### src/rtl/imm_pkg.sv
// imm_pkg: shared immediate-format encodings and RV opcode constants.
//   imm_fmt_e  : 3-bit immediate format select / resolved format
//   OP_*/LOAD..: 7-bit major opcodes used by AUTO format resolution
package imm_pkg;

    typedef enum logic [2:0] {
        IMM_I    = 3'd0,
        IMM_S    = 3'd1,
        IMM_B    = 3'd2,
        IMM_U    = 3'd3,
        IMM_J    = 3'd4,
        IMM_Z    = 3'd5,
        IMM_SH   = 3'd6,
        IMM_AUTO = 3'd7
    } imm_fmt_e;

    localparam logic [6:0] OP_IMM    = 7'b0010011;
    localparam logic [6:0] LOAD      = 7'b0000011;
    localparam logic [6:0] JALR      = 7'b1100111;
    localparam logic [6:0] STORE     = 7'b0100011;
    localparam logic [6:0] BRANCH    = 7'b1100011;
    localparam logic [6:0] LUI       = 7'b0110111;
    localparam logic [6:0] AUIPC     = 7'b0010111;
    localparam logic [6:0] JAL       = 7'b1101111;
    localparam logic [6:0] SYSTEM    = 7'b1110011;
    localparam logic [6:0] OP        = 7'b0110011;
    localparam logic [6:0] OP_32     = 7'b0111011;
    localparam logic [6:0] OP_IMM_32 = 7'b0011011;

endpackage

### src/rtl/imm_gen_pipe_if.sv
// imm_gen_pipe_if: handshake bus of the immediate generator.
//   flush                      : drop buffered entries and same-cycle input
//   in_valid/in_ready          : instruction-side handshake (instin, imgsel)
//   out_valid/out_ready        : execute-side handshake (imout, out_fmt, out_illegal)
//   master = producer/consumer side (bench or pipeline), slave = generator
interface imm_gen_pipe_if #(parameter int XLEN = 32);
    logic            flush;
    logic            in_valid;
    logic            in_ready;
    logic [31:0]     instin;
    logic [2:0]      imgsel;
    logic            out_valid;
    logic            out_ready;
    logic [XLEN-1:0] imout;
    logic [2:0]      out_fmt;
    logic            out_illegal;

    modport master (
        output flush, in_valid, instin, imgsel, out_ready,
        input  in_ready, out_valid, imout, out_fmt, out_illegal
    );

    modport slave (
        input  flush, in_valid, instin, imgsel, out_ready,
        output in_ready, out_valid, imout, out_fmt, out_illegal
    );
endinterface

### src/rtl/imm_decode.sv
// imm_decode: combinational immediate extraction and AUTO format resolution.
//   instin  : instruction word
//   imgsel  : requested format (IMM_AUTO resolves from the opcode)
//   imout   : XLEN-bit extended immediate
//   fmt     : resolved format (never IMM_AUTO)
//   illegal : no legal immediate for this word/format
module imm_decode
    import imm_pkg::*;
#(
    parameter int XLEN = 32
) (
    input  logic [31:0]     instin,
    input  logic [2:0]      imgsel,
    output logic [XLEN-1:0] imout,
    output imm_fmt_e        fmt,
    output logic            illegal
);

    logic [6:0]      op;
    logic            sh_f3;
    imm_fmt_e        rfmt;
    logic            zero;
    logic            bad;
    logic [XLEN-1:0] ext;

    assign op    = instin[6:0];
    // funct3 of 001 (SLLI) or 101 (SRLI/SRAI) both have [13:12] == 01
    assign sh_f3 = instin[13:12] == 2'b01;

    always_comb begin
        rfmt = imm_fmt_e'(imgsel);
        zero = 1'b0;
        bad  = 1'b0;
        if (imgsel == IMM_AUTO) begin
            rfmt = IMM_I;
            case (op)
                OP_IMM:        rfmt = sh_f3 ? IMM_SH : IMM_I;
                LOAD, JALR:    rfmt = IMM_I;
                STORE:         rfmt = IMM_S;
                BRANCH:        rfmt = IMM_B;
                LUI, AUIPC:    rfmt = IMM_U;
                JAL:           rfmt = IMM_J;
                SYSTEM:        rfmt = instin[14] ? IMM_Z : IMM_I;
                OP, OP_32:     zero = 1'b1;
                OP_IMM_32: begin
                    rfmt = (XLEN == 64 && sh_f3) ? IMM_SH : IMM_I;
                    bad  = XLEN != 64;
                end
                default:       bad = 1'b1;
            endcase
        end
    end

    // signed size casts replicate instin[31] up to XLEN
    always_comb begin
        case (rfmt)
            IMM_I:   ext = XLEN'($signed(instin[31:20]));
            IMM_S:   ext = XLEN'($signed({instin[31:25], instin[11:7]}));
            IMM_B:   ext = XLEN'($signed({instin[31], instin[7], instin[30:25], instin[11:8], 1'b0}));
            IMM_U:   ext = XLEN'($signed({instin[31:12], 12'b0}));
            IMM_J:   ext = XLEN'($signed({instin[31], instin[19:12], instin[20], instin[30:21], 1'b0}));
            IMM_Z:   ext = XLEN'(instin[19:15]);
            IMM_SH:  ext = XLEN == 64 ? XLEN'(instin[25:20]) : XLEN'(instin[24:20]);
            default: ext = '0;
        endcase
    end

    assign imout   = (zero || bad) ? '0 : ext;
    assign fmt     = bad ? IMM_I : rfmt;
    // a 6-bit shamt does not exist on a 32-bit datapath
    assign illegal = bad || (rfmt == IMM_SH && XLEN == 32 && instin[25]);

endmodule

### src/rtl/imm_gen_pipe.sv
// imm_gen_pipe: registered immediate generator with a 2-entry output FIFO.
//   clk   : rising-edge clock
//   rst_n : asynchronous active-low reset
//   bus   : imm_gen_pipe_if slave (flush, in_* handshake, out_* handshake)
module imm_gen_pipe
    import imm_pkg::*;
#(
    parameter int XLEN = 32
) (
    input  logic         clk,
    input  logic         rst_n,
    imm_gen_pipe_if.slave bus
);

    logic [XLEN-1:0] dec_imm;
    imm_fmt_e        dec_fmt;
    logic            dec_ill;

    logic [XLEN-1:0] imm_q [2];
    imm_fmt_e        fmt_q [2];
    logic [1:0]      ill_q;
    logic            wp;
    logic            rp;
    logic [1:0]      cnt;
    logic            push;
    logic            pop;

    imm_decode #(.XLEN(XLEN)) u_dec (
        .instin  (bus.instin),
        .imgsel  (bus.imgsel),
        .imout   (dec_imm),
        .fmt     (dec_fmt),
        .illegal (dec_ill)
    );

    // readiness comes from the registered count only, never from out_ready
    assign bus.in_ready    = cnt != 2'd2;
    assign bus.out_valid   = cnt != 2'd0;
    assign bus.imout       = imm_q[rp];
    assign bus.out_fmt     = fmt_q[rp];
    assign bus.out_illegal = ill_q[rp];

    assign push = bus.in_valid && bus.in_ready && !bus.flush;
    assign pop  = bus.out_valid && bus.out_ready;

    always_ff @(posedge clk or negedge rst_n) begin
        if (!rst_n) begin
            imm_q <= '{default: '0};
            fmt_q <= '{default: IMM_I};
            ill_q <= '0;
            wp    <= 1'b0;
            rp    <= 1'b0;
            cnt   <= '0;
        end else if (bus.flush) begin
            wp  <= 1'b0;
            rp  <= 1'b0;
            cnt <= '0;
        end else begin
            if (push) begin
                imm_q[wp] <= dec_imm;
                fmt_q[wp] <= dec_fmt;
                ill_q[wp] <= dec_ill;
                wp        <= ~wp;
            end
            if (pop) rp <= ~rp;
            cnt <= cnt + 2'(push) - 2'(pop);
        end
    end

endmodule

### src/flat_wrapper.sv
// flat-port wrapper written by rule: the top's interface ports become plain ports
module imm_gen_pipe_flat import imm_pkg::*;
#(
    parameter int XLEN = 32
)
  (clk, rst_n, bus_flush, bus_in_valid, bus_instin, bus_imgsel, bus_out_ready, bus_in_ready, bus_out_valid, bus_imout, bus_out_fmt, bus_out_illegal);
  imm_gen_pipe_if #(.XLEN(XLEN)) bus_i ();
  input  logic clk;
  input  logic rst_n;
  input wire logic [$bits(bus_i.flush)-1:0] bus_flush;
  input wire logic [$bits(bus_i.in_valid)-1:0] bus_in_valid;
  input wire logic [$bits(bus_i.instin)-1:0] bus_instin;
  input wire logic [$bits(bus_i.imgsel)-1:0] bus_imgsel;
  input wire logic [$bits(bus_i.out_ready)-1:0] bus_out_ready;
  output wire logic [$bits(bus_i.in_ready)-1:0] bus_in_ready;
  output wire logic [$bits(bus_i.out_valid)-1:0] bus_out_valid;
  output wire logic [$bits(bus_i.imout)-1:0] bus_imout;
  output wire logic [$bits(bus_i.out_fmt)-1:0] bus_out_fmt;
  output wire logic [$bits(bus_i.out_illegal)-1:0] bus_out_illegal;
  assign bus_i.flush = bus_flush;
  assign bus_i.in_valid = bus_in_valid;
  assign bus_i.instin = bus_instin;
  assign bus_i.imgsel = bus_imgsel;
  assign bus_i.out_ready = bus_out_ready;
  assign bus_in_ready = bus_i.in_ready;
  assign bus_out_valid = bus_i.out_valid;
  assign bus_imout = bus_i.imout;
  assign bus_out_fmt = bus_i.out_fmt;
  assign bus_out_illegal = bus_i.out_illegal;
  imm_gen_pipe #(.XLEN(XLEN)) u_core (.clk(clk), .rst_n(rst_n), .bus(bus_i));
endmodule
### config.mk
export PLATFORM = sky130hd
export DESIGN_NAME = imm_gen_pipe_flat
export DESIGN_NICKNAME = d
export VERILOG_FILES = /design/src/rtl/imm_pkg.sv /design/src/rtl/imm_gen_pipe_if.sv /design/src/rtl/imm_decode.sv /design/src/rtl/imm_gen_pipe.sv /design/src/flat_wrapper.sv
export SDC_FILE = /design/constraint.sdc
export NUM_CORES = 1
export LEC_CHECK = 0
export ABC_CLOCK_PERIOD_IN_PS = 2700
export BUFFER_PORTS_ARGS = -buffer_cell sky130_fd_sc_hd__buf_2
export CAP_MARGIN = 40
export CORE_MARGIN = 2
export CORE_UTILIZATION = 52
export DETAILED_ROUTE_END_ITERATION = 8
export HOLD_SLACK_MARGIN = 0.02
export PLACE_DENSITY = 0.75
export RECOVER_POWER = 50
export SYNTH_ARGS = -nofsm -noshare
export SYNTH_HDL_FRONTEND = slang
export SYNTH_HIERARCHICAL = 1
export SYNTH_SLANG_ARGS = --single-unit
### constraint.sdc
create_clock -name clk -period 2.7 [get_ports clk]
set_clock_uncertainty 0.1 [all_clocks]
set_input_delay 0.27 -clock clk [delete_from_list [all_inputs] [get_ports clk]]
set_output_delay 0.27 -clock clk [all_outputs]
set_load 0.01 [all_outputs]
== Word level (Yosys, flattened, before mapping) ==
Index checks and enable logic that the tools add are counted.
Word-level totals
  ROM bits: 0
  output and inout port bits: 38
  latch bits: 0
  memories kept: 0
  word-level logic and storage cells: 91
  register bits after elaboration: 76
  bits of input ports: 40
  RAM bits: 0
Operators by class
  $lt $le $gt $ge: 6
  reductions and logical operators: 17
  divide/modulo/power cells: 0
  multiplexer cells: 33
  add/subtract/negate cells: 2
  bitwise gates (word level): 5
  multiply operators: 0
  equality and inequality tests: 20
  shifts and indexed selects: 0
Operators with widths (number)
  32-bit case mux with 7 select lines: 1
  32-bit 2-to-1 mux: 5
  64-bit bitwise mux: 1
  32-bit demux with 1-bit select: 1
  7-bit by 6-bit == test with 1-bit output, second input constant: 4
  7-bit == test, second input constant: 4
  3-bit 2-to-1 mux: 8
  3-bit case mux with 6 select lines: 1
  7-bit by 5-bit == test with 1-bit output, second input constant: 2
  3-bit == test, second input constant: 4
  1-bit 2-to-1 mux: 11
  11-bit OR reduction: 1
  7-bit by 2-bit == test with 1-bit output, second input constant: 1
  6-bit bitwise mux: 1
  3-bit by 2-bit == test with 1-bit output, second input constant: 2
  1-bit logical AND: 6
  2-bit nonzero test: 3
  2-bit greater-or-equal comparator, second input constant: 2
  1-bit by 2-bit < comparator with 1-bit output, second input constant: 2
  1-bit inverter with 2-bit output: 2
  2-bit OR reduction: 2
  3-bit demux with 1-bit select: 1
  3-bit by 1-bit == test with 1-bit output, second input constant: 1
  3-bit zero test: 1
  13 further kinds: 16

== Depth between registers and ports, before layout ==
  depth after elaboration: 8
  mapped depth: 11
  mapped depth without buffers: 8

== By module ==
The synthesis kept the hierarchy.
By module, submodules not included
  imm_gen_pipe: area an instance 3353.2 µm², cells an instance 215, instances 1, sequential area each 1901.8 µm²
  imm_decode: area an instance 847.1 µm², cells an instance 124, instances 1, sequential area each 0.0 µm²

== Least setup slack after synthesis ==
OpenSTA, ideal clock, no wires.
  path type: input-to-reg
  start point: in bus_imgsel[1]
  end point: reg u_core/imm_q[40] (netlist bit)
  required time: 2.473 ns
  cell stages on the path: 10
  setup time: 0.127 ns
  slack: 0.637 ns
  path buffers: 2
  arrival: 1.836 ns
  cells stage by stage: buf_2 > nand2_1 > a31oi_1 > o22a_2 > buf_6 > inv_6 > o41ai_4 > a21oi_2 > nor2b_1 > mux2_1
Between the ends
  longest elaborated chain between the ends: 6
  elaborated cells on any way between the ends: 15
  classes of those cells: eq/ne (7); mux (6); reduce/logical (2)
RTL lines
  from (decl): RTL line flat_wrapper.sv:13  | input wire logic [$bits(bus_i.imgsel)-1:0] bus_imgsel;
  3-bit == test: RTL line imm_decode.sv:34  | if (imgsel == IMM_AUTO) begin
  3-bit 2-to-1 mux: RTL line imm_decode.sv:34
  3-bit == test, or another cell as far along: RTL line imm_decode.sv:56  | case (rfmt)
  32-bit case mux with 7 select lines: RTL line imm_decode.sv:56
  32-bit 2-to-1 mux *: RTL line imm_decode.sv:68  | assign imout = (zero || bad) ? '0 : ext;
  via u_core.dec_imm[8]: RTL line imm_gen_pipe.sv:15  | logic [XLEN-1:0] dec_imm;
  64-bit bitwise mux *: RTL line imm_gen_pipe.sv:60  | imm_q[wp] <= dec_imm;
  to (signal, indexed assignment): RTL line imm_gen_pipe.sv:60
  to (decl): RTL line imm_gen_pipe.sv:19  | logic [XLEN-1:0] imm_q [2];
The timed path passes the listed nets; every way through them passes the cells marked *.
A chain may end at the register's enable or synchronous reset.

== Final worst setup path ==
  start point: reg u_core.cnt[1]
  end point: reg u_core/imm_q[46] (netlist bit)
Between the ends
  longest elaborated chain between the ends: 4
RTL lines
  from (decl): RTL line imm_gen_pipe.sv:24  | logic [1:0] cnt;
  from (signal assigned): RTL line imm_gen_pipe.sv:66  | cnt <= cnt + 2'(push) - 2'(pop);
  2-bit != test: RTL line imm_gen_pipe.sv:37  | assign bus.in_ready = cnt != 2'd2;
  1-bit logical AND (2 in series): RTL line imm_gen_pipe.sv:43  | assign push = bus.in_valid && bus.in_ready && !bus.flush;
  2-bit AND reduction (no line)
Every way passes these cells.

==> impl_metrics.env <==
export IMPL_slew_headroom_pct=5.12
export IMPL_tightest_slew_ns=1.42
export IMPL_die_height_um=93.9
export IMPL_crit_type="register to register"
export IMPL_slew_viol_final=0
export IMPL_synth_main_ff_cell="dfrtp_1"
export IMPL_async_reset_ff_share_pct=100
export IMPL_min_path_type="primary input to register"
export IMPL_die_w_um=93.9
export IMPL_power_density_nw_per_um2=996
export IMPL_cts_tree="built"
export IMPL_ys_seq_area_share_pct=45.3
export IMPL_fin_tns_setup_ns=0
export IMPL_grt_setup_unrepaired="no"
export IMPL_grt_total_usage_pct=22.9
export IMPL_layout_commonest_cell="mux2_2"
export IMPL_final_cell_mix="mux2_2, dfrtp_1, buf_2, a21oi_1, nor2_1"
export IMPL_fin_nets=464
export IMPL_root_buffer="clkbuf_8"
export IMPL_finalSetupViolCount=0
export IMPL_path_max_fanout=36
export IMPL_crit_path_end_kind="register"
export IMPL_syn_avg_cell_area_um2=12.4
export IMPL_route_met3_wl_um=578
export IMPL_clk_pin_slew_ns=0.08
export IMPL_wl_per_cell_um=17.6
export IMPL_insertion_delay_ns=0.35
export IMPL_synth_enable_flop_cells=0
export IMPL_vias_per_cell=5.70
export IMPL_grt_max_degree=51
export IMPL_grt_overflow_total=0
export IMPL_period_share_pct=82.9
export IMPL_nFillCells=668
export IMPL_io_buffers=77
export IMPL_syn_num_nets=381
export IMPL_synth_cell_types=54
export IMPL_instances_no_fill=528
export IMPL_drive_gt1_share_pct=48.8
export IMPL_drtIter0Drc=144
export IMPL_initial_core_util_pct=54.1
export IMPL_clock_fmax_mhz=447
export IMPL_period_minus_slack_ns=2.24
export IMPL_startpoint_type="register"
export IMPL_leakagePower_uw=0.00230
export IMPL_cts_resized=0
export IMPL_cts_buffer_depth=2
export IMPL_status="complete, no violations"
export IMPL_fin_hold_ws_ns=0.0879
export IMPL_placed_cells=512
export IMPL_grt_pass1_wl_um=15600
export IMPL_cts_inserted_buffers=9
export IMPL_postRouteAntennaNets=0
export IMPL_die_area_um2=8810
export IMPL_rows=32
export IMPL_synthCells=339
export IMPL_dr_wl_met2_um=4520
export IMPL_drv_cap=0
export IMPL_ir_worst_vdd_mv=0.743
export IMPL_hold_viol=0
export IMPL_netlist_area_um2=4200
export IMPL_cp_data_arrival_time_ns=2.37
export IMPL_dpl_hpwl_um=6710
export IMPL_cts_max_level=3
export IMPL_syn_to_final_growth_pct=16.5
export IMPL_diodes=0
export IMPL_drt_pass1_iter_count=5
export IMPL_required_ns=2.83
export IMPL_ys_ff_latch=76
export IMPL_cts_sinks=76
export IMPL_highest_layer="met4"
export IMPL_io_pins=78
export IMPL_via_count=3009
export IMPL_yosysWarnings=6
export IMPL_wl_met1_um=4080
export IMPL_grt_pass1_vias=3140
export IMPL_drt_wl_total_um=9300
export IMPL_drc=0
export IMPL_antenna_found_initial=0
export IMPL_gp_congestion=0.795
export IMPL_core_region_area_um2=7770
what timing repair did:
item | 4_1_cts | 5_1_grt
buffers inserted | 0 | 0
hold buffers | 1 | 0
endpoints found under the hold margin | 76 | 0
logic make-up after synthesis:
| group | share of synthesized area (%) |
|---|---|
| XOR/XNOR | 0.626 |
| multiplexers | 31.3 |
| flip-flops | 45.3 |
| buffers and inverters | 3.19 |
| AND/OR/NAND/NOR | 9.68 |
| adder cells (fa/ha/maj) | 0.596 |
| AO/OA/AOI/OAI | 9.29 |
synth_stat cells (all sizes together) (2+ instances only):
cell type,count,area share [%]
mux2,108,29
dfrtp,76,45
a21oi,21,2.6
nor2,19,1.7
nand2,17,1.6
buf,12,2.1
mux2i,10,2.4
nor2b,9,1.3
inv,7,0.74
clkbuf,4,0.36
o22ai,4,0.60
a31oi,3,0.80
nand2b,3,0.45
nand3,3,0.36
o21ai,3,0.36
o32ai,3,1.1
or3,3,0.45
a2bb2oi,2,0.42
and2,2,0.30
ha,2,0.60
nor3,2,0.24
o211ai,2,0.48
o21a,2,0.39
o311ai,2,0.42
or2,2,0.30
xnor2,2,0.42
path summary, 6_finish.rpt:
path	depth (start not counted)	endpoint	slack, ns	from
worst max-delay path	4	u_core/imm_q[46]	0.46	u_core/cnt[1]
worst min-delay path	2	u_core/cnt[0]	0.09	bus_flush
worst max register to register	4	u_core/imm_q[46]	0.46	u_core/cnt[1]
worst min register to register	1	u_core/imm_q[40]	0.39	u_core/imm_q[40]
max in group asynchronous	3	u_core/imm_q[17]	0.87	rst_n
min in group asynchronous	3	u_core/imm_q[34]	0.74	rst_n
metrics by stage:
| stage | setup slack [ns] | instance area [um2] | power, uW | utilization [%] |
|---|---|---|---|---|
| global placement | 0.283 | 4690 | 3880 | 60.3 |
| global route | 0.347 | 4890 | 5190 | 63.0 |
| floorplan | 0.637 | 4200 | 3290 | - |
| detailed placement | 0.233 | 4690 | 3980 | 60.3 |
| finish | 0.460 | 4890 | 4870 | 63.0 |
| CTS | 0.604 | 4920 | 4960 | 63.3 |
layer usage:
layer	global-route usage (%)	up-vias
li1	-	1399
met3	6.42	11
met2	36.7	90
met5	0	-
met4	5.31	0
met1	30.9	1509
sequential cells by signal, indices dropped and copies added (netlist names):
register,cells
u_core/cnt,2
u_core/fmt_q,6
u_core/ill_q,2
u_core/imm_q,64
u_core/rp,1
u_core/wp,1
worst max-delay path, stage by stage, from the launching register on:
cell and delay, ns:
dfrtp_1 0.42, and2b_1 0.23, nor4_4 0.13, clkbuf_2 0.80, mux2_2 0.43
where the power goes:
part / switching (uW) / leakage (uW) / total, uW / internal (uW)
combinational: 899 / 0.00124 / 1970 / 1070
clock: 407 / 0.000111 / 971 / 564
sequential: 260 / 0.000956 / 1930 / 1670
cell type report:
| class | instances | area, um2 | share of cell area, % |
|---|---|---|---|
| Clock buffer | 11 | 151 | 3.09 |
| Clock inverter | 4 | 72.6 | 1.48 |
| Inverter | 7 | 31.3 | 0.639 |
| Multi-Input combinational cell | 240 | 2160 | 44.2 |
| Sequential cell | 76 | 1900 | 38.9 |
| Tap cell | 102 | 128 | 2.61 |
| Timing Repair Buffer | 88 | 444 | 9.08 |
Note: power is estimated with default switching activity, not from simulation.
